--- src/rtl/count1k_timer_arb_pkg.sv ---
// Shared types and constants for the round-robin arbitrated 1k down-timer.
package count1k_timer_arb_pkg;

  localparam int unsigned CNT_W      = 10;
  localparam int unsigned MAXCNT_DEF = 999;

  typedef enum logic [1:0] {IDLE, RUN, DONE} state_t;

  // A zero load would never expire, so it is promoted to one tick.
  function automatic logic [CNT_W-1:0] clamp_load(input logic [CNT_W-1:0] v,
                                                  input int unsigned maxcnt);
    logic [CNT_W-1:0] lim;
    lim = CNT_W'(maxcnt);
    if (v == '0)
      return CNT_W'(1);
    else if (v > lim)
      return lim;
    else
      return v;
  endfunction

endpackage

--- src/rtl/count1k_down_core.sv ---
// Loadable down-counter with clear, enable-gated decrement and zero/last detect.
module count1k_down_core
  import count1k_timer_arb_pkg::*;
(
  input  logic             clk,
  input  logic             reset,
  input  logic             load,
  input  logic [CNT_W-1:0] load_val,
  input  logic             dec,
  input  logic             clr,
  output logic [CNT_W-1:0] q,
  output logic             zero,
  output logic             last
);

  assign zero = (q == '0);
  assign last = (q == CNT_W'(1));

  always_ff @(posedge clk) begin
    if (reset || clr)
      q <= '0;
    else if (load)
      q <= load_val;
    else if (dec && !zero)
      q <= q - CNT_W'(1);
  end

endmodule

--- src/rtl/count1k_timer_arb.sv ---
// Round-robin arbiter granting a single shared down-timer to NREQ requesters.
module count1k_timer_arb
  import count1k_timer_arb_pkg::*;
#(
  parameter int unsigned NREQ   = 4,
  parameter int unsigned MAXCNT = MAXCNT_DEF
) (
  input  logic                  clk,
  input  logic                  reset,
  input  logic                  tick_en,
  input  logic [NREQ-1:0]       req,
  input  logic [CNT_W*NREQ-1:0] load_val,
  output logic [NREQ-1:0]       gnt,
  output logic [NREQ-1:0]       done,
  output logic                  busy,
  output logic [CNT_W-1:0]      q
);

  localparam int unsigned PW = (NREQ > 1) ? $clog2(NREQ) : 1;

  state_t           state;
  logic [PW-1:0]    rr_ptr;
  logic [PW-1:0]    win;
  logic             found;
  int unsigned      idx;
  logic             core_load;
  logic             core_dec;
  logic             core_clr;
  logic [CNT_W-1:0] core_val;
  logic             zero;
  logic             last;
  logic             abort;
  logic             expire;

  always_comb begin
    win   = '0;
    found = 1'b0;
    idx   = 0;
    for (int unsigned k = 1; k <= NREQ; k++) begin
      idx = (32'(rr_ptr) + k) % NREQ;
      if (!found && req[idx[PW-1:0]]) begin
        win   = idx[PW-1:0];
        found = 1'b1;
      end
    end
  end

  // q never sits at zero in RUN; treating it as an abort keeps the count from stalling.
  always_comb begin
    abort     = (state == RUN) && (!req[rr_ptr] || zero);
    core_load = (state == IDLE) && found;
    core_clr  = abort;
    core_dec  = (state == RUN) && !abort && tick_en;
    expire    = core_dec && last;
    core_val  = clamp_load(load_val[CNT_W*32'(win) +: CNT_W], MAXCNT);
  end

  count1k_down_core u_core (
    .clk      (clk),
    .reset    (reset),
    .load     (core_load),
    .load_val (core_val),
    .dec      (core_dec),
    .clr      (core_clr),
    .q        (q),
    .zero     (zero),
    .last     (last)
  );

  always_ff @(posedge clk) begin
    if (reset) begin
      state  <= IDLE;
      gnt    <= '0;
      done   <= '0;
      rr_ptr <= PW'(NREQ - 1);
    end else begin
      case (state)
        IDLE: begin
          if (found) begin
            gnt    <= NREQ'(1) << win;
            rr_ptr <= win;
            state  <= RUN;
          end
        end
        RUN: begin
          if (abort) begin
            gnt   <= '0;
            state <= IDLE;
          end else if (expire) begin
            done  <= gnt;
            state <= DONE;
          end
        end
        DONE: begin
          gnt   <= '0;
          done  <= '0;
          state <= IDLE;
        end
        default: state <= IDLE;
      endcase
    end
  end

  assign busy = (state != IDLE);

endmodule

--- config.mk ---
export PLATFORM = sky130hd
export DESIGN_NAME = count1k_timer_arb
export DESIGN_NICKNAME = d
export VERILOG_FILES = /design/src/rtl/count1k_timer_arb_pkg.sv /design/src/rtl/count1k_down_core.sv /design/src/rtl/count1k_timer_arb.sv
export SDC_FILE = /design/constraint.sdc
export NUM_CORES = 1
export LEC_CHECK = 0
export ABC_AREA = 1
export CORE_UTILIZATION = 50
export DETAILED_ROUTE_END_ITERATION = 8
export GPL_TIMING_DRIVEN = 1
export PLACE_DENSITY = 0.86
export SETUP_SLACK_MARGIN = 0.05
export SLEW_MARGIN = 20
export SYNTH_ARGS = -nofsm -noshare
export SYNTH_HDL_FRONTEND = slang
export SYNTH_SLANG_ARGS = --single-unit
--- constraint.sdc ---
create_clock -name clk -period 5.93 [get_ports clk]
set_clock_uncertainty 0.15 [all_clocks]
set_input_delay 1.779 -clock clk [delete_from_list [all_inputs] [get_ports clk]]
set_output_delay 1.779 -clock clk [all_outputs]
set_load 0.05 [all_outputs]
==> results_dict.tcl <==
set metrics [dict create \
    ys_top_cells_by_area "nand2_1 (22%), dfxtp_1 (22%), nand3_1 (7.6%)" \
    grt_pass1_wl_mm 9.05 \
    crit_top_cell "nand2_1" \
    fmax_mhz 239 \
    yosys.area.top_type "nand2_1" \
    cp_max_fo 18 \
    final_cell_mix "nand2_1 (121), clkdlybuf4s50_1 (65), nand3_1 (31)" \
    crit_type "in -> reg" \
    track_usage_pct 26.1 \
    r2r-end "u_core.q[2]" \
    worstMarginPinSlew_ps 687 \
    antenna_found_initial 0 \
    wl_met2_mm 2.64 \
    dieArea_um2 4320 \
    finalCritPeriodShare_pct 70.4 \
    hold_viol 0 \
    power_w 0.00168 \
    cts.path.max_buffers 2 \
    ys_seq_area_share_pct 21.7 \
    synth_edf_count 0 \
    post_cts_resized 0 \
    dpl.hpwl_mm 4.15 \
    cp_top_family "simple AND/OR/NAND/NOR gates" \
    rsz0062_at_grt "no" \
    critPathBufInv 3 \
    crit_arrival_ps 4180 \
    h-tree-depth 1 \
    num_io_pins 66 \
    synth_flop_cell "dfxtp_1" \
    die_w_um 65.8 \
    drive_above_1_share_pct 8.50 \
    grt_overflow 0 \
    syn_to_final_growth_pct 33.6 \
    ys_types 32 \
    clkLatencyLatePin_ps 260 \
    cts_made_buffers 3 \
    leakage_nw 1.28 \
    yosys_warnings 0 \
    crit_chain "clkdlybuf4s50_1 > nand2_1 > nand2_1 > nand2_1 > nand2_2 > nor2_8 > nand3_4 > nand2_1 > inv_1 > nor2_1 > inv_1 > o21ai_0 > a21oi_1" \
    crit_path_max_incr_delay_ps 420 \
    final_common_cell "nand2_1" \
    gp_congestion 0.898 \
    grt_max_degree 25 \
    holdBufCountCts 0 \
    tns_ps 0 \
    drtIter0Drc 185 \
    num_antenna_cells 0 \
    ys_seq_elements 22 \
    cts_tree "built" \
    crit_path_start_kind "input port" \
    final_core_util_pct 72.0 \
    syn-cell-area_um2 2030 \
    clk_pin_slew_worst_paths_ps 80 \
    synth_top_area_share_pct 22.4 \
    min_period_ps 4180 \
    hold_class "reg -> reg" \
    synthesis.nets 395 \
    grt_pass1_vias 2122 \
    cts_root_buf "clkbuf_8" \
    slew_headroom_pct 54.2 \
    placed_cell_area_um2 2670 \
    worstRegToRegCells 13 \
    vias 2336 \
    drcViolationCount 0 \
    maxCapViolCount 0 \
    clock_sinks 22 \
    setup_viol 0 \
    async_flop_share_pct 0 \
    floorplan.rows 22 \
    totalWireLength_mm 5.43 \
    fin_hold_ws_ps 318 \
    hold_path_end "done[1]" \
    start_util_pct 53.9 \
    vias_per_cell 5.21 \
    reg2reg_slack_ps 3020 \
    vdd_drop_max_v 0.000421 \
    final_area_um2 2710 \
    port_buffers 65 \
    syn_inst 341 \
    avgSynthCellArea_um2 5.96 \
    crit_path_end_kind "flop" \
    slowest_stage "clkdlybuf4s50_1" \
    min_path_cells 2 \
    wl_met3_um 347 \
    pwr_density_cell_nw_per_um2 619 \
    min_from "done[1]" \
    post_cts_buffers 0 \
    drtAntennaViolNets 0 \
    r2r-start "rr_ptr[0]" \
    outcome "finished clean" \
    met1_length_mm 2.41 \
    fp.dieH_um 65.8 \
    top_layer "met4" \
    crit_required_ps 5930 \
    core_um2 3770 \
    dr.pass1.iters 4 \
    wire_per_inst_um 12.1 \
    nNetsFinal 456 \
    finalMaxSlewViolations 0 \
]
final cells by class:
cell class / count / area, um2
Timing Repair Buffer: 65 / 651
Sequential cell: 22 / 440
Fill cell: 339 / 1060
Clock buffer: 3 / 41.3
Inverter: 38 / 148
Tap cell: 48 / 60.1
Multi-Input combinational cell: 272 / 1370
cells by family (layout without fill, tap and decap cells):
| family | Yosys count | count (layout) | share of synthesized area, % |
|---|---|---|---|
| AOI/OAI and AO/OA | 50 | 50 | 13.0 |
| adders and majority gates | 7 | 7 | 4.31 |
| DFF | 22 | 22 | 21.7 |
| and+or+nand+nor | 209 | 209 | 47.7 |
| buffers and inverters | 47 | 106 | 10.7 |
| xor gates and xnor gates | 6 | 6 | 2.59 |
where the power goes:
part	internal (W)	switching (W)
clock network	0.0000453	0.0000455
registers	0.000190	0.0000549
logic	0.000439	0.000905
total	0.000674	0.00101
worst reg2reg max path: stages (launching register included):
cell and delay, ps:
dfxtp_1 610, inv_6 100, nand2_2 90, nand2_1 50
nand2_1 90, nand2_2 90, nor2_8 140, nand3_4 210
nand2_1 310, inv_1 260, nor2_1 250, inv_1 160
o21ai_0 210, a21oi_1 60
sequential cells by signal, indices dropped and copies added (netlist names):
name / cells
gnt: 4
state: 2
rr_ptr: 2
u_core.q: 10
done: 4
worst max-delay path by stage:
stage / start / endpoint / depth (start not counted) / slack, ps
4_1_cts: req[3] / u_core.q[2] / 13 / 1780
6_report: req[3] / u_core.q[2] / 13 / 1750
2_1_floorplan: req[3] / u_core.q[0] / 18 / 2420
3_5_place_dp: req[3] / u_core.q[3] / 13 / 1540
3_3_place_gp: req[2] / u_core.q[0] / 19 / 1610
5_1_grt: req[3] / u_core.q[6] / 13 / 1480
synthesized netlist by cell type (3+ instances only):
library cell,instances
a21oi_1,21
inv_2,7
xor2_1,4
nand2_2,12
nor2_1,24
o21ai_0,22
ha_1,7
nand3b_1,6
inv_1,30
dfxtp_1,22
buf_6,4
nand4_1,3
nand2_1,121
o21ai_1,3
nand3_1,31
stage by stage:
step	cells	worst slack, ps
detailed placement	445	1540
CTS	448	1780
finish	448	1750
global route	448	1480
global placement	445	1610
floorplan	341	2420
layer usage:
| layer | vias to the layer above | global-route usage [%] |
|---|---|---|
| met5 | - | 0 |
| met4 | 0 | 4.08 |
| met3 | 4 | 3.30 |
| met2 | 88 | 46.9 |
| met1 | 1026 | 33.2 |
| li1 | 1218 | - |
(Power assumes the default switching activity.)
